===== config.mk =====
export PLATFORM = sky130hd
export DESIGN_NAME = bytecode_fetcher
export DESIGN_NICKNAME = d
export VERILOG_FILES = /design/src/rtl/bytecode_fetcher.sv
export SDC_FILE = /design/constraint.sdc
export NUM_CORES = 1
export LEC_CHECK = 0
export CORE_MARGIN = 8
export CORE_UTILIZATION = 40
export CTS_CLUSTER_SIZE = 30
export DETAILED_ROUTE_END_ITERATION = 16
export HOLD_SLACK_MARGIN = 0.1
export PLACE_DENSITY = 0.66
export SLEW_MARGIN = 20
export SYNTH_ARGS = -nofsm -noshare
export SYNTH_HDL_FRONTEND = slang
export SYNTH_SLANG_ARGS = --single-unit

===== constraint.sdc =====
create_clock -name clk -period 2.84 [get_ports clk]
set_input_delay 0.568 -clock clk [delete_from_list [all_inputs] [get_ports clk]]
set_output_delay 0.568 -clock clk [all_outputs]
set_load 0.01 [all_outputs]

===== src/rtl/bytecode_fetcher.sv =====
// bytecode_fetcher
//   Producer end of the bytecode stream feeding the JIT translation FSM.
//   Prefetches method bytecode from a byte-wide instruction memory into a
//   small FIFO. Reads may take a variable number of cycles, but responses
//   always return in order. The head byte is presented on iram_data while
//   waiting is low. Branch redirects flush the FIFO and drop the responses
//   that are still in flight.
//
// Ports
//   clk, reset          clock; synchronous active-high reset
//   start               pulse: begin a method at start_adr, ending before end_adr
//   redirect            pulse: branch taken, refetch from redirect_adr
//   take                consumer pops the head byte this cycle
//   iram_data/byte_adr  head byte and its address
//   waiting             no valid head byte; consumer must stall
//   done                method fully fetched and consumed
//   mem_rd/mem_adr      registered read request to instruction memory
//   mem_data/mem_valid  in-order read response, latency >= 1
module bytecode_fetcher #(
    parameter int ADR_W   = 16,
    parameter int DEPTH   = 4,
    parameter int MAX_OUT = 2
) (
    input  logic             clk,
    input  logic             reset,
    input  logic             start,
    input  logic [ADR_W-1:0] start_adr,
    input  logic [ADR_W-1:0] end_adr,
    input  logic             redirect,
    input  logic [ADR_W-1:0] redirect_adr,
    input  logic             take,
    output logic [7:0]       iram_data,
    output logic [ADR_W-1:0] byte_adr,
    output logic             waiting,
    output logic             done,
    output logic             mem_rd,
    output logic [ADR_W-1:0] mem_adr,
    input  logic [7:0]       mem_data,
    input  logic             mem_valid
);

    localparam int PTR_W = (DEPTH > 1) ? $clog2(DEPTH) : 1;
    localparam int CNT_W = PTR_W + 1;

    typedef enum logic [1:0] {
        S_IDLE  = 2'd0,
        S_RUN   = 2'd1,
        S_FLUSH = 2'd2,
        S_DONE  = 2'd3
    } state_t;

    state_t           state;
    state_t           state_nxt;

    logic [ADR_W-1:0] fetch_adr;
    logic [ADR_W-1:0] end_adr_q;
    logic [7:0]       fifo [DEPTH];
    logic [PTR_W-1:0] rd_ptr;
    logic [PTR_W-1:0] wr_ptr;
    logic [CNT_W-1:0] count;
    logic [CNT_W-1:0] outstanding;
    logic [CNT_W-1:0] discard;
    logic [CNT_W-1:0] discard_nxt;
    logic [CNT_W:0]   credit;

    logic             resp;
    logic             issue;
    logic             push;
    logic             pop;
    logic             load_start;
    logic             reload;

    // A response only counts if a read is actually in flight; anything
    // arriving after reset or while idle is ignored.
    assign resp   = mem_valid && (outstanding != '0);

    // Bytes already in the FIFO plus bytes still on their way. Keeping this
    // below DEPTH means every response has a slot waiting for it.
    assign credit = {1'b0, outstanding} + {1'b0, count};

    always_comb begin
        state_nxt   = state;
        issue       = 1'b0;
        push        = 1'b0;
        pop         = 1'b0;
        load_start  = 1'b0;
        reload      = 1'b0;
        discard_nxt = discard;

        case (state)
            S_IDLE, S_DONE: begin
                if (start) begin
                    load_start = 1'b1;
                    state_nxt  = S_RUN;
                end
            end

            S_RUN: begin
                if (redirect) begin
                    // Redirect wins over take; a response landing this cycle
                    // belongs to the old path and is dropped right here.
                    reload      = 1'b1;
                    discard_nxt = outstanding - CNT_W'(resp);
                    if (discard_nxt != '0) begin
                        state_nxt = S_FLUSH;
                    end
                end else begin
                    push  = resp;
                    pop   = take && (count != '0);
                    issue = (fetch_adr < end_adr_q)
                         && (outstanding < CNT_W'(MAX_OUT))
                         && (credit < (CNT_W+1)'(DEPTH));
                    if ((fetch_adr >= end_adr_q) && (outstanding == '0)
                        && (count == '0)) begin
                        state_nxt = S_DONE;
                    end
                end
            end

            S_FLUSH: begin
                // discard tracks outstanding exactly here, so a second
                // redirect only needs to move the addresses.
                reload      = redirect;
                discard_nxt = discard - CNT_W'(resp);
                if (discard_nxt == '0) begin
                    state_nxt = S_RUN;
                end
            end

            default: begin
                state_nxt = S_IDLE;
            end
        endcase
    end

    always_ff @(posedge clk) begin
        if (reset) begin
            state       <= S_IDLE;
            fetch_adr   <= '0;
            end_adr_q   <= '0;
            byte_adr    <= '0;
            rd_ptr      <= '0;
            wr_ptr      <= '0;
            count       <= '0;
            outstanding <= '0;
            discard     <= '0;
            mem_rd      <= 1'b0;
            mem_adr     <= '0;
        end else begin
            state       <= state_nxt;
            mem_rd      <= issue;
            outstanding <= outstanding + CNT_W'(issue) - CNT_W'(resp);
            discard     <= discard_nxt;
            if (issue) begin
                mem_adr <= fetch_adr;
            end

            if (load_start) begin
                fetch_adr <= start_adr;
                byte_adr  <= start_adr;
                end_adr_q <= end_adr;
                rd_ptr    <= '0;
                wr_ptr    <= '0;
                count     <= '0;
            end else if (reload) begin
                fetch_adr <= redirect_adr;
                byte_adr  <= redirect_adr;
                rd_ptr    <= '0;
                wr_ptr    <= '0;
                count     <= '0;
            end else begin
                if (issue) begin
                    fetch_adr <= fetch_adr + ADR_W'(1);
                end
                if (push) begin
                    wr_ptr <= wr_ptr + PTR_W'(1);
                end
                if (pop) begin
                    rd_ptr   <= rd_ptr + PTR_W'(1);
                    byte_adr <= byte_adr + ADR_W'(1);
                end
                count <= count + CNT_W'(push) - CNT_W'(pop);
            end
        end
    end

    // FIFO storage carries no reset; occupancy is governed by count alone.
    always_ff @(posedge clk) begin
        if (push) begin
            fifo[wr_ptr] <= mem_data;
        end
    end

    assign waiting   = !((state == S_RUN) && (count != '0));
    assign iram_data = waiting ? 8'h00 : fifo[rd_ptr];
    assign done      = (state == S_DONE);

endmodule


Yosys cells after proc, flatten, opt, wreduce, memory -nomap -nowiden
Memory sizes are Yosys's and may differ from the RTL's. A register that Yosys moved wholly into a read port is not among the register bits.
Index checks and enable logic that the tools add are counted.
- register bits after elaboration: 80
- latch bits: 0
- RAM bits: 32
- ROM bits: 0
- output and inout port bits: 43
- word-level logic and storage cells: 86
- memories kept: 1
- $add $sub $neg: 11
- multiply operators: 0
- divide/modulo/power cells: 0
- order comparisons: 4
- eq/ne operators: 8
- shift-type cells: 0
- multiplexer cells: 29
- bitwise operators: 0
- reductions and logical operators: 22
- memories (name ; words ; width ; rd ports ; clocked after Yosys merged registers in ; write ports ; RTL line ; text):
    fifo ; 4 ; 8 ; 1 ; 1 ; 1 ; 57 ; logic [7:0] fifo [DEPTH];
- operator list (operator ; count):
    2-to-1 mux 16 bit ; 6
    adder 16 x 1 -> 16 bit, second input constant ; 2
    greater-or-equal comparator 16 bit ; 1
    < comparator 16 bit ; 1
    nonzero test 3 bit ; 5
    2-to-1 mux 2 bit ; 7
    subtractor 3 x 1 -> 3 bit ; 4
    2-to-1 mux 1 bit ; 11
    zero test 3 bit ; 3
    2-to-1 mux 8 bit ; 1
    logical AND 1 bit ; 7
    adder 3 x 1 -> 3 bit ; 2
    inequality test 2 bit, second input constant ; 3
    inequality test 3 bit, second input constant ; 2
    one-hot mux 2 bit (3 select lines) ; 1
    one-hot mux 3 bit (2 select lines) ; 1
    adder 2 x 1 -> 2 bit, second input constant ; 2
    adder 3 x 3 -> 4 bit ; 1
    equality test 2 bit, second input constant ; 2
    < comparator 4 x 3 -> 1 bit, second input constant ; 1
    AND reduction 4 bit ; 1
    < comparator 3 x 2 -> 1 bit, second input constant ; 1
    2-to-1 mux 3 bit ; 1
    OR reduction 3 bit ; 1
    7 further kinds ; 7

Logic depth before layout (Yosys ltp)
Gate-level depths: netlist of the first run.
- depth in word-level cells: 8
- depth in mapped cells: 14
- gate-level depth less buffers: 13

Least setup slack after synthesis of the first run
Ideal clock, no wire load.
- kind: flip-flop to flip-flop
- start: register fetch_adr[13]
- end: register outstanding[2]
- library setup time: 128 ps
- arrival: 2706 ps
- data required time: 2712 ps
- setup slack: 7 ps
- cell stages (with the launch flop): 13
- path buffers: 1
- cell sequence: dfxtp_1 > ha_1 > nand4_1 > nor3_1 > a211oi_1 > nand4b_1 > clkbuf_1 > ha_1 > inv_1 > ha_1 > fa_1 > xor2_1 > nor2_1
- longest elaborated chain between the ends: 7
- ends and longest elaborated chain (item ; RTL line ; text):
    from (decl) ; 55 ; logic [ADR_W-1:0] fetch_adr;
    from (signal assigned) ; 159 ; fetch_adr <= start_adr;
    from (signal assigned) ; 166 ; fetch_adr <= redirect_adr;
    from (signal assigned) ; 173 ; fetch_adr <= fetch_adr + ADR_W'(1);
    < comparator 16 bit ; 110 ; issue = (fetch_adr < end_adr_q)
    logical AND 1 bit ; 111 ; && (outstanding < CNT_W'(MAX_OUT))
    logical AND 1 bit ; 112 ; && (credit < (CNT_W+1)'(DEPTH));
    2-to-1 mux 1 bit ; 99 ; if (redirect) begin
    2-to-1 mux 1 bit ; 90 ; case (state)
    adder 3 x 1 -> 3 bit ; 152 ; outstanding <= outstanding + CNT_W'(issue) - CNT_W'(resp);
    subtractor 3 x 1 -> 3 bit ; 152 ;
    to (signal assigned) ; 152 ;
    to (decl) ; 61 ; logic [CNT_W-1:0] outstanding;
Every way passes these cells.
A chain may end at the register's enable or synchronous reset.

Final worst setup path of the first run
- start: register end_adr_q[14]
- end: register outstanding[2]
- longest elaborated chain between the ends: 7
- ends and longest elaborated chain (item ; RTL line ; text):
    from (decl) ; 56 ; logic [ADR_W-1:0] end_adr_q;
    from (signal assigned) ; 161 ; end_adr_q <= end_adr;
    < comparator 16 bit ; 110 ;
    logical AND 1 bit ; 111 ;
    logical AND 1 bit ; 112 ;
    2-to-1 mux 1 bit ; 99 ;
    2-to-1 mux 1 bit ; 90 ;
    adder 3 x 1 -> 3 bit ; 152 ;
    subtractor 3 x 1 -> 3 bit ; 152 ;
Every way passes these cells.

==> results of run 1 <==
## cell usage in the layout (no fill, tap or decap), drive strengths merged, types with 5 or more instances in the layout
cell	instances
nor4	7
nor3	27
xor2	5
a31oi	6
a21oi	63
and3	16
nor2b	8
dfxtp	82
clkbuf	17
mux4	8
nand2	105
clkdlybuf4s50	103
buf	39
a22oi	12
and2	11
a21o	5
ha	36
o21ai	21
nor2	38
nand3	14
edfxtp	32
nand4	9
a211oi	19
inv	46
## cell usage after synthesis (all sizes together) (3+ instances only)
cell,count
a211oi,19
a21o,5
a21oi,63
a22o,4
a22oi,12
a31oi,6
and2,11
and3,16
and4,4
buf,6
clkbuf,31
dfxtp,82
edfxtp,32
ha,36
inv,37
mux4,8
nand2,105
nand3,14
nand4,9
nor2,38
nor2b,8
nor3,27
nor4,7
o21ai,21
o21bai,3
o221ai,3
or3,3
xnor2,4
xor2,5
## kinds of logic after synthesis
group | after synthesis | share of synthesized area
buf+inv | 75 | 0.0504
simple gates | 250 | 0.204
compound gates | 153 | 0.165
xor+xnor | 9 | 0.0136
mux | 10 | 0.0345
fa+ha+maj | 38 | 0.0845
flops | 114 | 0.448
## worst min path at each step
stage                                       endpoint  cells after the start
after floorplan           end_adr_q[10]$_SDFFE_PP0P_                      2
after global placement       mem_adr[2]$_SDFFE_PP0P_                      2
after detailed placement     mem_adr[9]$_SDFFE_PP0P_                      2
after CTS                    mem_adr[9]$_SDFFE_PP0P_                      2
after global routing       end_adr_q[5]$_SDFFE_PP0P_                      2
final                       mem_adr[12]$_SDFFE_PP0P_                      2
## metal layers
| metal | routed length, um | GRT usage |
|---|---|---|
| met5 | 0 | 0 |
| met4 | 221 | 0.0647 |
| met3 | 988 | 0.0403 |
| met2 | 8260 | 0.308 |
| met1 | 6520 | 0.201 |
## what timing repair did
item | in CTS | in global routing
endpoints found under the hold margin | 0 | 0
hold buffers | 0 | 0
endpoints found under the setup margin | 0 | 2
buffers inserted | 0 | 1
gates resized for setup | 0 | 3
## worst register-to-register path: cells and delay by family (launching register included)
family                     cells  cell delay [ns]
DFF                            1             0.33
adders and majority gates      4             1.17
buffers and inverters          3             0.24
and+or+nand+nor                3             0.35
AOI/OAI and AO/OA              2             0.33
xor gates and xnor gates       1             0.17
## cell type report
type                            instances  area (sq um)  share of cell area
Multi-Input combinational cell        460          2920               0.373
Clock inverter                         15           146              0.0187
Tap cell                              184           230              0.0294
Sequential cell                       114          2600               0.333
Inverter                               38           143              0.0182
Timing Repair Buffer                  142          1360               0.174
Clock buffer                           17           425              0.0544
## report_power, final
group,internal [mW],switching (mW)
registers,1.92,0.191
clock network,1.23,0.843
logic,1.19,1.51
total,4.34,2.55
## flip-flops by register name (all words and copies together) (netlist names), named ones only
| register | count |
|---|---|
| state | 2 |
| outstanding | 3 |
| mem_adr | 16 |
| discard | 3 |
| byte_adr | 16 |
| end_adr_q | 16 |
| fifo | 32 |
| count | 3 |
| fetch_adr | 16 |
| rd_ptr | 2 |
| mem_rd | 1 |
| wr_ptr | 2 |
## through the flow
| step | total power [mW] | hold slack [ns] | cells | TNS (ns) |
|---|---|---|---|---|
| 2_1_floorplan | 3.77 | 0.436 | 649 | 0 |
| 3_3_place_gp | 4.71 | 0.441 | 937 | 0 |
| 3_5_place_dp | 4.81 | 0.445 | 937 | -0.0662 |
| 4_1_cts | 6.90 | 0.451 | 969 | 0 |
| 5_1_grt | 7.35 | 0.472 | 970 | -0.0349 |
| 6_report | 6.89 | 0.449 | 970 | 0 |
==> results by stage, run 1 <==
STA:
- Setup repair after global routing could not meet its margin everywhere.
- The worst-case clock skew is 0.00821 ns.
- Timing would allow up to 367 MHz.
- The final number of hold-violating endpoints is 0.
- The max-slew violation count was 0.
- The final setup violation count is 0.
- The setup slack of the critical path after layout is around 0.12 ns.
- The worst pin sits at a relative slew slack of 0.392.
- Counting I/O delays and the setup requirement, the final critical path takes ~2.7 ns.
- Dividing the final minimum period by the clock period gives 0.959.
- The worst-margin pin slew is 0.912 ns.

Worst setup path:
- The critical path data arrival time is about 3 ns.
- For this design, the slowest cell found on the critical path is sky130_fd_sc_hd__fa_1.
- The worst setup path is of the register to register kind.
- In this run the worst setup path begins at end_adr_q[14]$_SDFFE_PP0P_.
- In this run the critical register-to-register path is captured at outstanding[2]$_SDFF_PP0_.
- The family with the most delay on the worst path is adder cells.
- The slack of the worst reg-to-reg path is 0.12 ns.
- The cell depth of the worst setup path is 13.
- STA puts the critical path data required time at ~3.1 ns.
- The kind of end point of the critical path is a register.
- The worst register-to-register path begins at end_adr_q[14]$_SDFFE_PP0P_.
- For this run, the slowest stage of the critical path takes approximately 0.38 ns.
- The critical path ends at outstanding[2]$_SDFF_PP0_.
- The biggest fanout along the worst timing path is 5.
- The sort of element at the start of the critical path is a register.
- In this design, the critical path's most frequently occurring cell is sky130_fd_sc_hd__ha_1.
- The number of buffers and inverters on the critical path is 3.
- The signal on the critical path passes through inv_1 -> ha_1 -> nand4_1 -> o21bai_1 -> a211oi_2 -> buf_4 -> nand4b_1 -> ha_1 -> inv_1 -> ha_1 -> fa_1 -> xor2_1 -> nor2_1.
- Measured in cells, the most critical reg-to-reg path has a length of 13.

Synth:
- Ranked by total cell area, the synthesized netlist is headed by sky130_fd_sc_hd__dfxtp_1, sky130_fd_sc_hd__edfxtp_1, sky130_fd_sc_hd__ha_1.
- In this run the cell area of the synthesized design comes to between 0.005 and 0.006 sq mm.
- The yosys synthesis warning count is 0.
- The number of standard cells after synthesis is 649.
- The share of synthesized area in the top cell type comes to 0.283.
- The fraction of the yosys area taken by sequential cells is 0.448.
- After synthesis the netlist holds a flip-flop and latch count of 114.
- The most common flop cell mapped by yosys is sky130_fd_sc_hd__dfxtp_1.
- The proportion of synthesized flip-flops having asynchronous set or reset is 0.
- The count of flip-flops with a built-in enable after synthesis is 32.
- A synthesized cell averages slightly below 9 sq um.
- The synthesized netlist contains 55 unique library cells.
- The number of nets handed over by synthesis was 749.
- The library cell occupying the most area in the post-synthesis netlist is sky130_fd_sc_hd__dfxtp_1.

Floorplan:
- The width of the die is around 140 um.
- The die covers roughly 0.019 sq mm.
- The site row count is 44.
- The vertical die dimension is 136 um.
- The number of top-level design ports is 105.
- The starting density of the core is 0.404.
- The placeable core region is 0.0144 sq mm.

Placement:
- The placed instances occupy a cell area of 0.00724 sq mm.
- Prior to clock tree synthesis, the placed netlist has a worst setup slack of -0.0432 ns.
- The number of input and output port buffers inserted is 104.
- The post-DP HPWL is 11.9 mm.
- The final RePlAce weighted congestion is 0.869.

CTS:
- After clock tree synthesis, the clock-pin slew on the worst setup and hold paths is 0.06 ns.
- The TritonCTS clock tree is done.
- The H-tree level count is 4.
- The number of clock sinks is ~110.
- The number of clock buffers inserted by TritonCTS is 17.
- The insertion delay to the later sink of the worst-skew pair is between 0.4 and 0.5 ns.
- CTS placed an instance of sky130_fd_sc_hd__clkbuf_16 at the clock tree root.
- The number of buffers on the longest clock path is 2.

Drt:
- The number of design rule violations left after detail routing is 0.
- Summing over every cut layer, the via total after detailed routing is 5,247.
- The post-route antenna net violation count is 0.
- The count of TritonRoute iterations in the first routing pass is 5.
- In the routed layout, each cell is associated on average with a via count of approximately 5.4.
- The average routed wire per standard cell is 16.5 um.
- The routed wire length is 16.0 mm.
- The first routing iteration left 356 violations.

Outcome:
- The flow ran to the end, and the final reports show no timing, DRC or antenna violations.

Global routing:
- The first global-routing pass estimated 25.5 mm of wire.
- Entering global routing, the biggest net connects 46 pins.
- The overflow left after global routing is 0.
- The number of antenna violations at the first check in global routing is 0.
- In the global route stage, overall resource usage came out at 0.175.
- The number of global-route vias before repair is between 5,000 and 6,000.

Finish:
- The fraction of final layout cells sized beyond drive strength 1 is 0.106.
- At the end of the flow the core is filled with cells to 0.545.
- The synthesis-to-finish area growth is 34.8%.
- The final-layout fill cell count is 1,260.
- The number of antenna diodes in the final layout is 0.
- The final cell area excluding filler cells is 0.00783 sq mm.
- The final layout contains 873 nets.

Power:
- The power per standard cell area is 880 mW/mm^2.
- The worst vdd rail ir drop is between 0.0005 and 0.0006 V.
- The leakage power is 2.97 nW.

Min path:
- The class of the tightest hold or removal check is register to register.
- The worst hold path begins at mem_adr[12]$_SDFFE_PP0P_.

Flow run:
- The tool flagged a number of max-cap violations equal to 0.
Power figures use the tool's default switching activity.
==> run 2, diff against run 1 <==
--- a/config.mk
+++ b/config.mk
@@ -11,6 +11,7 @@
 export DETAILED_ROUTE_END_ITERATION = 16
 export HOLD_SLACK_MARGIN = 0.1
 export PLACE_DENSITY = 0.66
+export SETUP_SLACK_MARGIN = 0.02
 export SLEW_MARGIN = 20
 export SYNTH_ARGS = -nofsm -noshare
 export SYNTH_HDL_FRONTEND = slang
==> run 2 against run 1 <==
Against the previous run: power is 3.5% higher; cell area rose by 1.0%; global-route usage rose by 0.25 points; critical path depth down 9; critical endpoint is now iram_data[1]; combinational power is 2% higher; highest routed layer unchanged; clock skew barely moved; hold slack better by 0.0056 ns; critical path type is now register to output pin; largest cell class unchanged; flip-flop and latch count stayed put; sequential power hardly changed; core utilization is 0.56 points higher; register-to-register slack better by 0.03 ns.
==> results by stage, run 2 (synthesis gave the netlist of run 1 again) <==
STA:
- For the finished layout, the period the worst path requires is 2.71 ns.
- The setup slack of the critical path after layout is about 0.13 ns.
- Based on the critical path, the design can be clocked at up to 370 MHz.
- At the pin with the least slew margin, the transition time is 0.836 ns.
- In this run the tightest slew margin relative to its limit is 0.443.
- The worst-case clock skew is 0.00832 ns.
- The final critical-path share of the clock period is 0.953.
- The final number of hold-violating endpoints is 0.
- Setup violations remaining at the end of the flow were counted as 0.
- The max-slew violation count was 0.

Drt:
- The routed metal-1 wire length is 6.78 mm.
- The post-route antenna net violation count is 0.
- The first detailed-routing pass ran for 5 iterations.
- The highest layer used for signal routing is met4.
- The average routed wire per standard cell is 16.6 um.
- The total vias in the final route is 5,243.
- The violation count after the first detailed-routing iteration is 375.
- The average via count per standard cell is 5.40.
- The routed design uses 8.03 mm of met2 wire.
- The routed wire length is 16.1 mm.
- For this run, design rule violations remaining after detail routing come to 0.
- The met3 wire length is 915 um.

Finish:
- The register with the most flip-flops is fifo.
- The commonest non-fill, non-tap cell in the layout is sky130_fd_sc_hd__nand2_1.
- The number of diodes added for antenna fixing is 0.
- The final cell count without fillers is 971.
- The fraction of final layout cells sized beyond drive strength 1 is 0.111.
- The area growth from synthesis to layout is 36.2%.
- In the final design database the tool counted 874 nets.
- Leaving out fill and tap cells, the most frequent cells in the layout are sky130_fd_sc_hd__nand2_1, sky130_fd_sc_hd__clkdlybuf4s50_1, sky130_fd_sc_hd__dfxtp_1.
- The register with the most flip-flops in the layout has 32 of them.

Worst setup path:
- The kind of end point of the critical path is an output pin.
- The slack of the worst reg-to-reg path is 0.15 ns.
- The slowest stage of the critical path belongs to the cell sky130_fd_sc_hd__mux4_2.
- The sort of element at the start of the critical path is a register.
- The biggest fanout along the worst timing path is 8.
- The worst flop-to-flop path startpoint is end_adr_q[13]$_SDFFE_PP0P_.
- STA puts the critical path data required time at 2.27 ns.
- For the worst flop-to-flop path, the logic depth is 11.
- The critical path goes through buf_4 -> mux4_2 -> and3_1 -> clkdlybuf4s50_1.
- The peak per-stage delay on the critical path is 0.52 ns.
- The critical path ends at iram_data[1].
- The type of the setup path with the least slack is register to output pin.
- The reg-to-reg critical path endpoint is outstanding[1]$_SDFF_PP0_.
- The critical path data arrival time is between 2 and 2.5 ns.

Placement:
- The minimum setup slack after placement is -0.0562 ns.
- The post-DP HPWL is between 10 and 15 mm.
- Input and output buffers added on the ports amount to 104.
- Including well taps, the total number of placed cells is 938.
- The congestion estimate from routability-driven global placement came to 0.859.

Floorplan:
- The floorplan step defined a core boundary enclosing 0.0144 sq mm.
- The vertical die dimension is 136 um.
- The starting density of the core is 0.404.
- In this run the horizontal extent of the chip is 136 um.
- The die covers 0.0186 sq mm.
- In this run the count of I/O pins placed on the die edge is 105.
- The initialized floorplan defines 44 standard-cell rows.

Global routing:
- Summed over all layers, the global routing overflow is 0.
- Entering global routing, the biggest net connects between 40 and 50 pins.
- The first global-routing pass estimated 25.9 mm of wire.
- The global-route usage over all layers is 0.177.
- The number of antenna violations at the first check in global routing is 0.
- The number of global-route vias before repair was 5,290.

CTS:
- The number of buffers on the longest clock path is 2.
- TritonCTS built the clock tree.
- The number of buffers inserted by hold repair at cts is 0.
- The clock tree synthesis step divided the H-tree into 4 levels.
- The number of clock buffers inserted by TritonCTS is 17.
- The clock root buffer is sky130_fd_sc_hd__clkbuf_16.
- The clock reaches the later pin of the worst-skew pair after between 0.4 and 0.5 ns.
- The clock net in this run drives a total of 114 sinks.
- The register clock-pin slew on the reported worst setup and hold paths is 0.05 ns.

Power:
- The post-layout total power is 7.13 mW.
- The worst vdd rail ir drop is 0.000536 V.
- The leakage power is 3.01 nW.
- The power per standard cell area is approximately 900 mW/mm^2.

Flow run:
- The count of maximum capacitance violations is 0.

Outcome:
- The flow ran to the end, and the final reports show no timing, DRC or antenna violations.

Min path:
- The worst hold path stage count is 2.
- The class of the tightest hold or removal check is register to register.
## run 2: changes by cell type in the layout (fill, tap and decap cells not counted), moves of 2 or more
cell                         change
sky130_fd_sc_hd__clkinv_4        +5
sky130_fd_sc_hd__inv_6           -5
sky130_fd_sc_hd__bufinv_16       +3
sky130_fd_sc_hd__clkinvlp_4      -3
sky130_fd_sc_hd__buf_4           +2
sky130_fd_sc_hd__nor3_1          -2
sky130_fd_sc_hd__nor3_2          +2
## run 2: stage by stage
step / hold WS, ns / area, sq um / utilization / TNS, ns
detailed placement: 0.448 / 7240 / 0.504 / -0.109
global placement: 0.442 / 7240 / 0.504 / 0
floorplan: 0.436 / 5810 / - / 0
CTS: 0.456 / 7870 / 0.548 / 0
finish: 0.454 / 7910 / 0.550 / 0
global route: 0.473 / 7910 / 0.550 / -0.0182
## run 2: timing repair
action	CTS	global route
resized for setup	0	7
buffers inserted	0	1
setup endpoints to repair	0	3
## run 2: layout make-up
class                   instances  area (sq um)
clock buffers                  17           425
clock inverters                15           206
fillers                      1253          6460
inverters                      38           143
multi-input cells             460          2940
flip-flops and latches        114          2600
well taps                     184           230
repair buffers                143          1350
## run 2: metal layers
metal / global-route usage / up-vias
li1: - / 2589
met1: 0.206 / 2453
met2: 0.302 / 173
met3: 0.0421 / 28
met4: 0.0805 / 0
met5: 0 / -
## run 2: power breakdown
| part | switching [mW] | leakage, nW | internal, mW | total [mW] |
|---|---|---|---|---|
| Clock | 0.785 | 0.306 | 1.48 | 2.26 |
| Combinational | 1.57 | 1.75 | 1.19 | 2.76 |
| Sequential | 0.187 | 0.956 | 1.92 | 2.10 |
## run 2: critical path, delay by kind of cell, from the launching register on
| kind | cells | cell delay, ns |
|---|---|---|
| and+or+nand+nor | 1 | 0.20 |
| DFF | 1 | 0.31 |
| muxes | 1 | 0.52 |
| buffers and inverters | 2 | 0.70 |
## run 2: worst min-delay path by stage
stage	start	endpoint
CTS	mem_adr[2]$_SDFFE_PP0P_	mem_adr[2]$_SDFFE_PP0P_
floorplan	end_adr_q[10]$_SDFFE_PP0P_	end_adr_q[10]$_SDFFE_PP0P_
finish	end_adr_q[5]$_SDFFE_PP0P_	end_adr_q[5]$_SDFFE_PP0P_
global route	mem_adr[2]$_SDFFE_PP0P_	mem_adr[2]$_SDFFE_PP0P_
global placement	mem_adr[5]$_SDFFE_PP0P_	mem_adr[5]$_SDFFE_PP0P_
detailed placement	mem_adr[2]$_SDFFE_PP0P_	mem_adr[2]$_SDFFE_PP0P_
